## src/rtl/div_pkg.sv

```systemverilog
// Shared constants and state encoding for the sequential signed divider.
package div_pkg;

   localparam int DIV_W = 32;
   localparam int DIV_STEPS = 32;
   localparam logic [DIV_W-1:0] DIV0_QUOT = 32'hFFFF_FFFF;

   typedef enum logic [1:0] {
      S_IDLE = 2'd0,
      S_RUN  = 2'd1,
      S_FIX  = 2'd2,
      S_DONE = 2'd3
   } state_e;

endpackage

```

## src/rtl/div_seq_if.sv

```systemverilog
// Start/done handshake and operand/result bus between the control unit and the divider.
interface div_seq_if #(
   parameter int WIDTH = 32
);
   logic               start;
   logic [WIDTH-1:0]   regA;
   logic [WIDTH-1:0]   regB;
   logic [2*WIDTH-1:0] regZ;
   logic               busy;
   logic               done;
   logic               div_by_zero;

   modport master (
      output start, regA, regB,
      input  regZ, busy, done, div_by_zero
   );

   modport slave (
      input  start, regA, regB,
      output regZ, busy, done, div_by_zero
   );
endinterface

```

## src/rtl/div_step.sv

```systemverilog
// One restoring-division iteration on unsigned magnitudes; purely combinational.
module div_step #(
   parameter int WIDTH = 32
) (
   input  logic [WIDTH:0]   rem_i,
   input  logic [WIDTH-1:0] q_i,
   input  logic [WIDTH-1:0] divisor_i,
   output logic [WIDTH:0]   rem_o,
   output logic [WIDTH-1:0] q_o
);
   logic [WIDTH+1:0] shifted;
   logic [WIDTH+1:0] trial;

   // The top bit of trial is the borrow: set means the divisor did not fit.
   always_comb begin
      shifted = {rem_i, q_i[WIDTH-1]};
      trial   = shifted - {2'b00, divisor_i};
      if (!trial[WIDTH+1]) begin
         rem_o = trial[WIDTH:0];
         q_o   = {q_i[WIDTH-2:0], 1'b1};
      end else begin
         rem_o = shifted[WIDTH:0];
         q_o   = {q_i[WIDTH-2:0], 1'b0};
      end
   end
endmodule

```

## src/rtl/div_seq.sv

```systemverilog
// Multi-cycle signed restoring divider: IDLE -> RUN (32 steps) -> FIX (signs) -> DONE.
module div_seq
   import div_pkg::*;
#(
   parameter int WIDTH = DIV_W
) (
   input  logic     clk,
   input  logic     clr,
   div_seq_if.slave bus
);
   localparam int CNT_W = $clog2(DIV_STEPS);

   state_e             state_q, state_d;
   logic [CNT_W-1:0]   cnt_q, cnt_d;
   logic [WIDTH:0]     rem_q, rem_d, rem_step;
   logic [WIDTH-1:0]   quo_q, quo_d, quo_step;
   logic [WIDTH-1:0]   divisor_q, divisor_d;
   logic               sign_r_q, sign_r_d;
   logic               sign_q_q, sign_q_d;
   logic [2*WIDTH-1:0] z_q, z_d;
   logic               dz_q, dz_d;
   logic [WIDTH-1:0]   rem_fix, quo_fix;

   div_step #(.WIDTH(WIDTH)) u_step (
      .rem_i     (rem_q),
      .q_i       (quo_q),
      .divisor_i (divisor_q),
      .rem_o     (rem_step),
      .q_o       (quo_step)
   );

   assign rem_fix = sign_r_q ? -rem_q[WIDTH-1:0] : rem_q[WIDTH-1:0];
   assign quo_fix = sign_q_q ? -quo_q : quo_q;

   always_comb begin
      // NOTE: every variable gets a default first so no path leaves one unassigned and infers a latch.
      state_d   = state_q;
      cnt_d     = cnt_q;
      rem_d     = rem_q;
      quo_d     = quo_q;
      divisor_d = divisor_q;
      sign_r_d  = sign_r_q;
      sign_q_d  = sign_q_q;
      z_d       = z_q;
      dz_d      = dz_q;

      unique case (state_q)
         S_IDLE: begin
            if (bus.start) begin
               // Negating 0x8000_0000 yields 0x8000_0000, which is read back as unsigned 2^31.
               quo_d     = bus.regA[WIDTH-1] ? -bus.regA : bus.regA;
               divisor_d = bus.regB[WIDTH-1] ? -bus.regB : bus.regB;
               rem_d     = '0;
               sign_r_d  = bus.regA[WIDTH-1];
               sign_q_d  = bus.regA[WIDTH-1] ^ bus.regB[WIDTH-1];
               cnt_d     = '0;
               if (bus.regB == '0) begin
                  z_d     = {bus.regA, WIDTH'(DIV0_QUOT)};
                  dz_d    = 1'b1;
                  state_d = S_DONE;
               end else begin
                  z_d     = '0;
                  dz_d    = 1'b0;
                  state_d = S_RUN;
               end
            end
         end
         S_RUN: begin
            rem_d = rem_step;
            quo_d = quo_step;
            cnt_d = cnt_q + 1'b1;
            if (cnt_q == CNT_W'(DIV_STEPS - 1)) state_d = S_FIX;
         end
         S_FIX: begin
            z_d     = {rem_fix, quo_fix};
            state_d = S_DONE;
         end
         S_DONE: state_d = S_IDLE;
         default: state_d = S_IDLE;
      endcase
   end

   // NOTE: state registers use non-blocking assignments so every flop samples pre-edge values.
   always_ff @(posedge clk or posedge clr) begin
      if (clr) begin
         state_q   <= S_IDLE;
         cnt_q     <= '0;
         rem_q     <= '0;
         quo_q     <= '0;
         divisor_q <= '0;
         sign_r_q  <= 1'b0;
         sign_q_q  <= 1'b0;
         z_q       <= '0;
         dz_q      <= 1'b0;
      end else begin
         state_q   <= state_d;
         cnt_q     <= cnt_d;
         rem_q     <= rem_d;
         quo_q     <= quo_d;
         divisor_q <= divisor_d;
         sign_r_q  <= sign_r_d;
         sign_q_q  <= sign_q_d;
         z_q       <= z_d;
         dz_q      <= dz_d;
      end
   end

   assign bus.regZ        = z_q;
   assign bus.div_by_zero = dz_q;
   assign bus.busy        = (state_q == S_RUN) || (state_q == S_FIX);
   assign bus.done        = (state_q == S_DONE);
endmodule

```

## src/flat_wrapper.sv

```systemverilog
// flat-port wrapper written by rule: the top's interface ports become plain ports
module div_seq_flat import div_pkg::*;
#(
   parameter int WIDTH = DIV_W
)
  (clk, clr, bus_start, bus_regA, bus_regB, bus_regZ, bus_busy, bus_done, bus_div_by_zero);
  div_seq_if #(.WIDTH(WIDTH)) bus_i ();
  input  logic clk;
  input  logic clr;
  input wire logic [$bits(bus_i.start)-1:0] bus_start;
  input wire logic [$bits(bus_i.regA)-1:0] bus_regA;
  input wire logic [$bits(bus_i.regB)-1:0] bus_regB;
  output wire logic [$bits(bus_i.regZ)-1:0] bus_regZ;
  output wire logic [$bits(bus_i.busy)-1:0] bus_busy;
  output wire logic [$bits(bus_i.done)-1:0] bus_done;
  output wire logic [$bits(bus_i.div_by_zero)-1:0] bus_div_by_zero;
  assign bus_i.start = bus_start;
  assign bus_i.regA = bus_regA;
  assign bus_i.regB = bus_regB;
  assign bus_regZ = bus_i.regZ;
  assign bus_busy = bus_i.busy;
  assign bus_done = bus_i.done;
  assign bus_div_by_zero = bus_i.div_by_zero;
  div_seq #(.WIDTH(WIDTH)) u_core (.clk(clk), .clr(clr), .bus(bus_i));
endmodule
```

## config.mk

```make
export PLATFORM = sky130hd
export DESIGN_NAME = div_seq_flat
export DESIGN_NICKNAME = d
export VERILOG_FILES = /design/src/rtl/div_pkg.sv /design/src/rtl/div_seq_if.sv /design/src/rtl/div_step.sv /design/src/rtl/div_seq.sv /design/src/flat_wrapper.sv
export SDC_FILE = /design/constraint.sdc
export NUM_CORES = 1
export LEC_CHECK = 0
export ABC_AREA = 1
export CELL_PAD_IN_SITES_DETAIL_PLACEMENT = 1
export CELL_PAD_IN_SITES_GLOBAL_PLACEMENT = 2
export CORE_ASPECT_RATIO = 1.5
export CORE_MARGIN = 2
export CORE_UTILIZATION = 29
export DETAILED_ROUTE_END_ITERATION = 8
export GPL_TIMING_DRIVEN = 0
export PLACE_DENSITY = 0.89
export SLEW_MARGIN = 20
export SYNTH_ARGS = -nofsm -noshare
export SYNTH_HDL_FRONTEND = slang
export SYNTH_SLANG_ARGS = --single-unit
```

## constraint.sdc

```tcl
create_clock -name clk -period 6.7 [get_ports clk]
set_clock_uncertainty 0.15 [all_clocks]
set_input_delay 2.01 -clock clk [delete_from_list [all_inputs] [get_ports clk]]
set_output_delay 2.01 -clock clk [all_outputs]
set_load 0.05 [all_outputs]
```

==> impl_metrics.toml, run 1 <==
[drt]
drtAntennaViolNets = 0
vias = 15500
drc_errors = 0
vias_per_cell = 4.98
finalWirelength_um = 63200
dr.pass1.iters = 5
post_drt_wl_per_cell_um = 20.3
drt-initial-drc-count = 545

[yosys]
synth_ff_type = "dfrtp_1"
synth_warnings = 0
syn-mean-instance-area_um2 = 6.32
synth_area_mm2 = 0.0144
yosysTopAreaCell = "dfrtp_1"
synth_seq_cells = 171
synth.cells.most_frequent = "nand2_1 (721), inv_1 (279), nand3_1 (228)"
synth.distinct_cells = 56
syn_nets = 2384
syn_inst = 2274
yosys.area.top_type_share = 0.298
async_reset_ff_frac = 1.00
yosysSeqAreaShare = 0.298
synth.most_common_cell = "nand2_1"
synth_area_leaders = "dfrtp_1 (30%), nand2_1 (19%), nand3_1 (7.9%)"
synth_enable_flop_cells = 0

[timing]
tightest_slew_ns = 1.23
drv_slew = 0
fmax_ghz = 0.210
finalSetupTns_ns = 0
relSlewSlack = 0.172
finalCritPeriodShare = 0.710
min_period_ns = 4.76
hold_slack_ns = 0.328
hold_viol_final = 0
setup_viol = 0
rsz0062_at_grt = "false"

[cts]
cts_buffer_depth = 2
hold_buffers = 0
cts_made_buffers = 17
cts_max_level = 4
cts-root-buf = "clkbuf_16"
clk_latency_ns = 0.47
clk_pin_slew_worst_paths_ns = 0.08
tritoncts = "done"
post_cts_buffers = 0
clock-sinks = 171
cts_resized = 0

[setup_path]
rr_worst_depth = 16
worstSetupEndpointType = "flop"
reg2reg_from = "u_core.quo_q[31]"
reg2reg_slack_ns = 3.54
worstReg2RegEnd = "u_core.rem_q[28]"
crit_fanout = 10
crit_type = "in -> reg"
crit_start = "bus_regB[0]"
cp-start-kind = "primary input"
worstPathArrival_ns = 5.02
cp.required_ns = 6.96

[cells_and_area]
nFillCells = 6484
n_antenna_cell = 0
drive_gt1_frac = 0.0659
syn2layout_area_growth_pct = 19.9
num-nets-final = 2540
final_area_mm2 = 0.0172

[global_routing]
grt_pass1_vias = 16700
grt_antenna_before_repair = 0
grt_usage = 0.250
overflow = 0
grt_pass1_wl_um = 96100
grt_start_max_net_pins = 37

[placement]
gp_congestion = 0.985
port_buffers = 132
dpl.hpwl_um = 53200
dpl_cell_area_mm2 = 0.0166

[floorplanning]
dieArea_mm2 = 0.0514
start_util = 0.292
row_count = 100
die_x_um = 186
ios = 134
coreArea_mm2 = 0.0493
die_y_um = 277

[hold_path]
hold_depth = 2
hold_class = "reg -> reg"
hp-start = "u_core.bus.regZ[18]"
min_to = "u_core.bus.regZ[18]"

[power]
power_w = 0.00899
power_leakage_nw = 8.53
irDropWorstVdd_mv = 0.230
power_density_mw_per_mm2 = 521

[flow_run]
maxCapViolCount = 0

[status]
status = "finished, final reports clean"
-- area by class of cell --
cell class                 count  area, µm²  area share
clock inverter                13        151     0.00878
buffer                        88        433      0.0251
clock buffer                  19        453      0.0263
multi-input combinational   1708       8520       0.494
sequential                   171       4280       0.248
timing repair buffer         137       1420      0.0824
inverter                     307       1160      0.0671
tap                          663        830      0.0481
-- layer usage --
layer	GRT usage	part of all wire	wire length [µm]
met1	0.233	0.35	21800
met2	0.492	0.55	34700
met3	0.0264	0.025	1570
met4	0.176	0.080	5040
met5	0	0	0
-- worst max path at each step --
stage	endpoint	slack, ns
CTS	u_core.bus.regZ[32]	1.93
global route	u_core.bus.regZ[32]	1.86
detailed placement	u_core.bus.regZ[32]	1.48
finish	u_core.bus.regZ[32]	1.94
global placement	u_core.bus.regZ[38]	0.83
floorplan	u_core.bus.div_by_zero	2.36
-- flip-flops by register name, summed over array words and instances, names as in the netlist --
register / cells
u_core.sign_r_q: 1
u_core.rem_q: 33
u_core.sign_q_q: 1
u_core.cnt_q: 5
u_core.bus.div_by_zero: 1
u_core.state_q: 2
u_core.bus.regZ: 64
u_core.divisor_q: 32
u_core.quo_q: 32
-- placed cells by master, fill, tap and decap left out, drive strengths merged, types with 12 or more instances in the layout --
master / instances
a21oi: 107
buf: 34
clkbuf: 78
clkdlybuf4s50: 132
dfrtp: 171
ha: 42
inv: 309
nand2: 736
nand3: 255
nand4: 32
nor2: 191
nor3: 38
o211ai: 12
o21ai: 175
xnor2: 20
xor2: 26
-- critical path, stage by stage --
cell	delay [ns]
clkdlybuf4s50_1	0.42
inv_1	0.11
ha_1	0.35
inv_2	0.11
nor3_4	0.28
inv_2	0.08
nor2_4	0.10
nand4_2	0.26
inv_2	0.19
buf_2	0.29
nand3_1	0.12
o21ai_0	0.49
nand2_1	0.10
nand2_1	0.10
-- power breakdown --
group | leakage (nW) | total (W) | switching (W) | internal [W]
registers | 2.22 | 0.00180 | 0.000357 | 0.00144
logic | 6.02 | 0.00612 | 0.00426 | 0.00186
clock network | 0.289 | 0.00107 | 0.000490 | 0.000578
total | 8.53 | 0.00899 | 0.00511 | 0.00388
-- per-stage QoR --
step            util  worst slack, ns  cells
5_1_grt        0.350             1.86   3106
6_report       0.350             1.94   3106
2_1_floorplan      -             2.36   2274
4_1_cts        0.350             1.93   3106
3_3_place_gp   0.335            0.830   3069
3_5_place_dp   0.337             1.48   3074
-- kinds of logic after synthesis --
kind of cell             count (synthesis)  synth area share
AO/OA/AOI/OAI                          336             0.129
XOR/XNOR                                46            0.0280
adder cells (fa/ha/maj)                 43            0.0379
buffers and inverters                  395             0.110
flip-flops                             171             0.298
multiplexers                             1          0.000696
AND/OR/NAND/NOR                       1282             0.397
Note: power is estimated with default switching activity, not from simulation.
==> inputs of run 2 (changes only) <==
==> constraint.sdc (replaced) <==
create_clock -name clk -period 3.9 [get_ports clk]
set_clock_uncertainty 0.15 [all_clocks]
set_input_delay 1.17 -clock clk [delete_from_list [all_inputs] [get_ports clk]]
set_output_delay 1.17 -clock clk [all_outputs]
set_load 0.05 [all_outputs]
==> run 2 against run 1 <==
Against the previous run:
- register-to-register slack got worse by 2.8 ns
- die area did not move
- setup slack got worse by 1.7 ns
- worst hold slack barely moved
- cell count did not move
- utilization barely moved
- critical path depth did not move
- first-iteration DRC count rose by 5.0%
- design area barely moved
- count of clock-buffer cells in the layout did not move
- global-route usage did not move
- critical path type unchanged
- largest cell class unchanged
- largest power group unchanged
==> impl_metrics.toml, run 2 (synthesized netlist as in run 1, its figures left out) <==
[floorplanning]
die_y_um = 277
die_x_um = 186
dieArea_mm2 = 0.0514
ios = 134
start_util = 0.292
coreArea_mm2 = 0.0493
row_count = 100

[timing]
min_period_ns = 3.66
rsz0062_at_grt = "false"
drv_slew = 0
fmax_ghz = 0.273
tightest_slew_ns = 1.07
setup_viol = 0
finalCritPeriodShare = 0.938
relSlewSlack = 0.282
setup_ws_ns = 0.242
hold_viol_final = 0
hold_slack_ns = 0.328

[setup_path]
reg2reg_slack_ns = 0.73
cp-start-kind = "primary input"
cp_common_cell = "inv_2"
max_stage_delay_ns = 0.42
worstPathArrival_ns = 3.92
path_cells = "clkdlybuf4s50_1 > inv_1 > ha_1 > inv_2 > nor3_4 > inv_2 > nor2_4 > nand4_2 > inv_2 > buf_2 > nand3_1 > o21ai_2 > nand2_1 > nand2_1"
worstSetupEndpointType = "flop"
slowest_stage = "clkdlybuf4s50_1"
cp.required_ns = 4.16
crit_fanout = 10
worstPathBufferInverterCount = 6
cp_top_family = "buffers and inverters"
crit_type = "in -> reg"

[cts]
cts_max_level = 4
clk_pin_slew_worst_paths_ns = 0.08
tritoncts = "done"
clk_latency_ns = 0.47
clock-sinks = 171
hold_buffers = 0
cts-root-buf = "clkbuf_16"
cts_buffer_depth = 2
cts_made_buffers = 17

[cells_and_area]
final_common_cell = "nand2_1"
drive_gt1_frac = 0.0663
final_cells = 3106
num-nets-final = 2540
largest_reg_flops = 64
syn2layout_area_growth_pct = 19.9
final_cell_mix = "nand2_1 (721), inv_1 (278), nand3_1 (228)"
n_antenna_cell = 0

[placement]
gp_congestion = 0.985
port_buffers = 132
post-place-ws_ns = -0.478
dpl.hpwl_um = 53200
dp.cells = 3074

[drt]
drc_errors = 0
finalWirelength_um = 63100
drtAntennaViolNets = 0
vias_per_cell = 4.98
post_drt_wl_per_cell_um = 20.3
dr.pass1.iters = 5
drt-initial-drc-count = 572
vias = 15500

[power]
swShare = 0.568
pwr-share-seq = 0.200
p_switching_w = 0.00876
irDropWorstVdd_mv = 0.392
p_comb_frac = 0.681
power_w = 0.0154
power_density_mw_per_mm2 = 895
clockPowerShare = 0.119
internal-power_w = 0.00667
power_leakage_nw = 8.53

[status]
status = "finished, final reports clean"

[global_routing]
grt_pass1_vias = 16700
grt_start_max_net_pins = 37
grt_usage = 0.250
grt_antenna_before_repair = 0
overflow = 0
grt_pass1_wl_um = 96100

[hold_path]
hold_class = "reg -> reg"

[flow_run]
maxCapViolCount = 0
[run 2: worst min-delay path, cell delays in order (launching register included)]
cell and delay [ns]:
dfrtp_1 0.34, nand2_1 0.05, nand2_1 0.05
[run 2: what timing repair did]
item,4_1_cts,5_1_grt
gates resized for setup,1,1
setup buffers,0,0
setup endpoints to repair,1,1
[run 2: cell type report]
class	instances	area [µm²]
Sequential cell	171	4280
Tap cell	663	830
Clock buffer	19	453
Multi-Input combinational cell	1708	8520
Buffer	88	433
Timing Repair Buffer	137	1420
Fill cell	6482	32100
Inverter	307	1160
Clock inverter	13	151
[run 2: path summary, 6_finish.rpt]
check | startpoint | end | cells after the start
max | bus_regB[0] | u_core.bus.regZ[32] | 14
min | u_core.bus.regZ[18] | u_core.bus.regZ[18] | 2
max reg2reg | u_core.quo_q[31] | u_core.rem_q[28] | 16
min reg2reg | u_core.bus.regZ[18] | u_core.bus.regZ[18] | 2
max in group asynchronous | clr | u_core.divisor_q[3] | 4
min in group asynchronous | clr | u_core.bus.regZ[25] | 2
[run 2: stage by stage]
stage               utilization  instance area [µm²]  TNS (ns)
floorplan                     -                14400         0
global placement          0.335                16500   -193.52
detailed placement        0.337                16600     -5.84
CTS                       0.350                17200         0
global route              0.350                17200         0
finish                    0.350                17200         0
[run 2: power by group through the flow]
stage | logic [W] | clock network, W | registers [W]
5_1_grt | 0.0116 | 0.00192 | 0.00319
6_report | 0.0105 | 0.00183 | 0.00309
2_1_floorplan | 0.00645 | 0 | 0.00367
3_5_place_dp | 0.0105 | 0 | 0.00312
3_3_place_gp | 0.0102 | 0 | 0.00308
4_1_cts | 0.0105 | 0.00185 | 0.00310
[run 2: layer usage]
metal  wire length (µm)  global-route usage  up-vias
li1                   -                   -     7637
met1              21700               0.233     7295
met2              34700               0.492      357
met3               1620              0.0264      172
met4               5020               0.176        0
met5                  0                   0        -
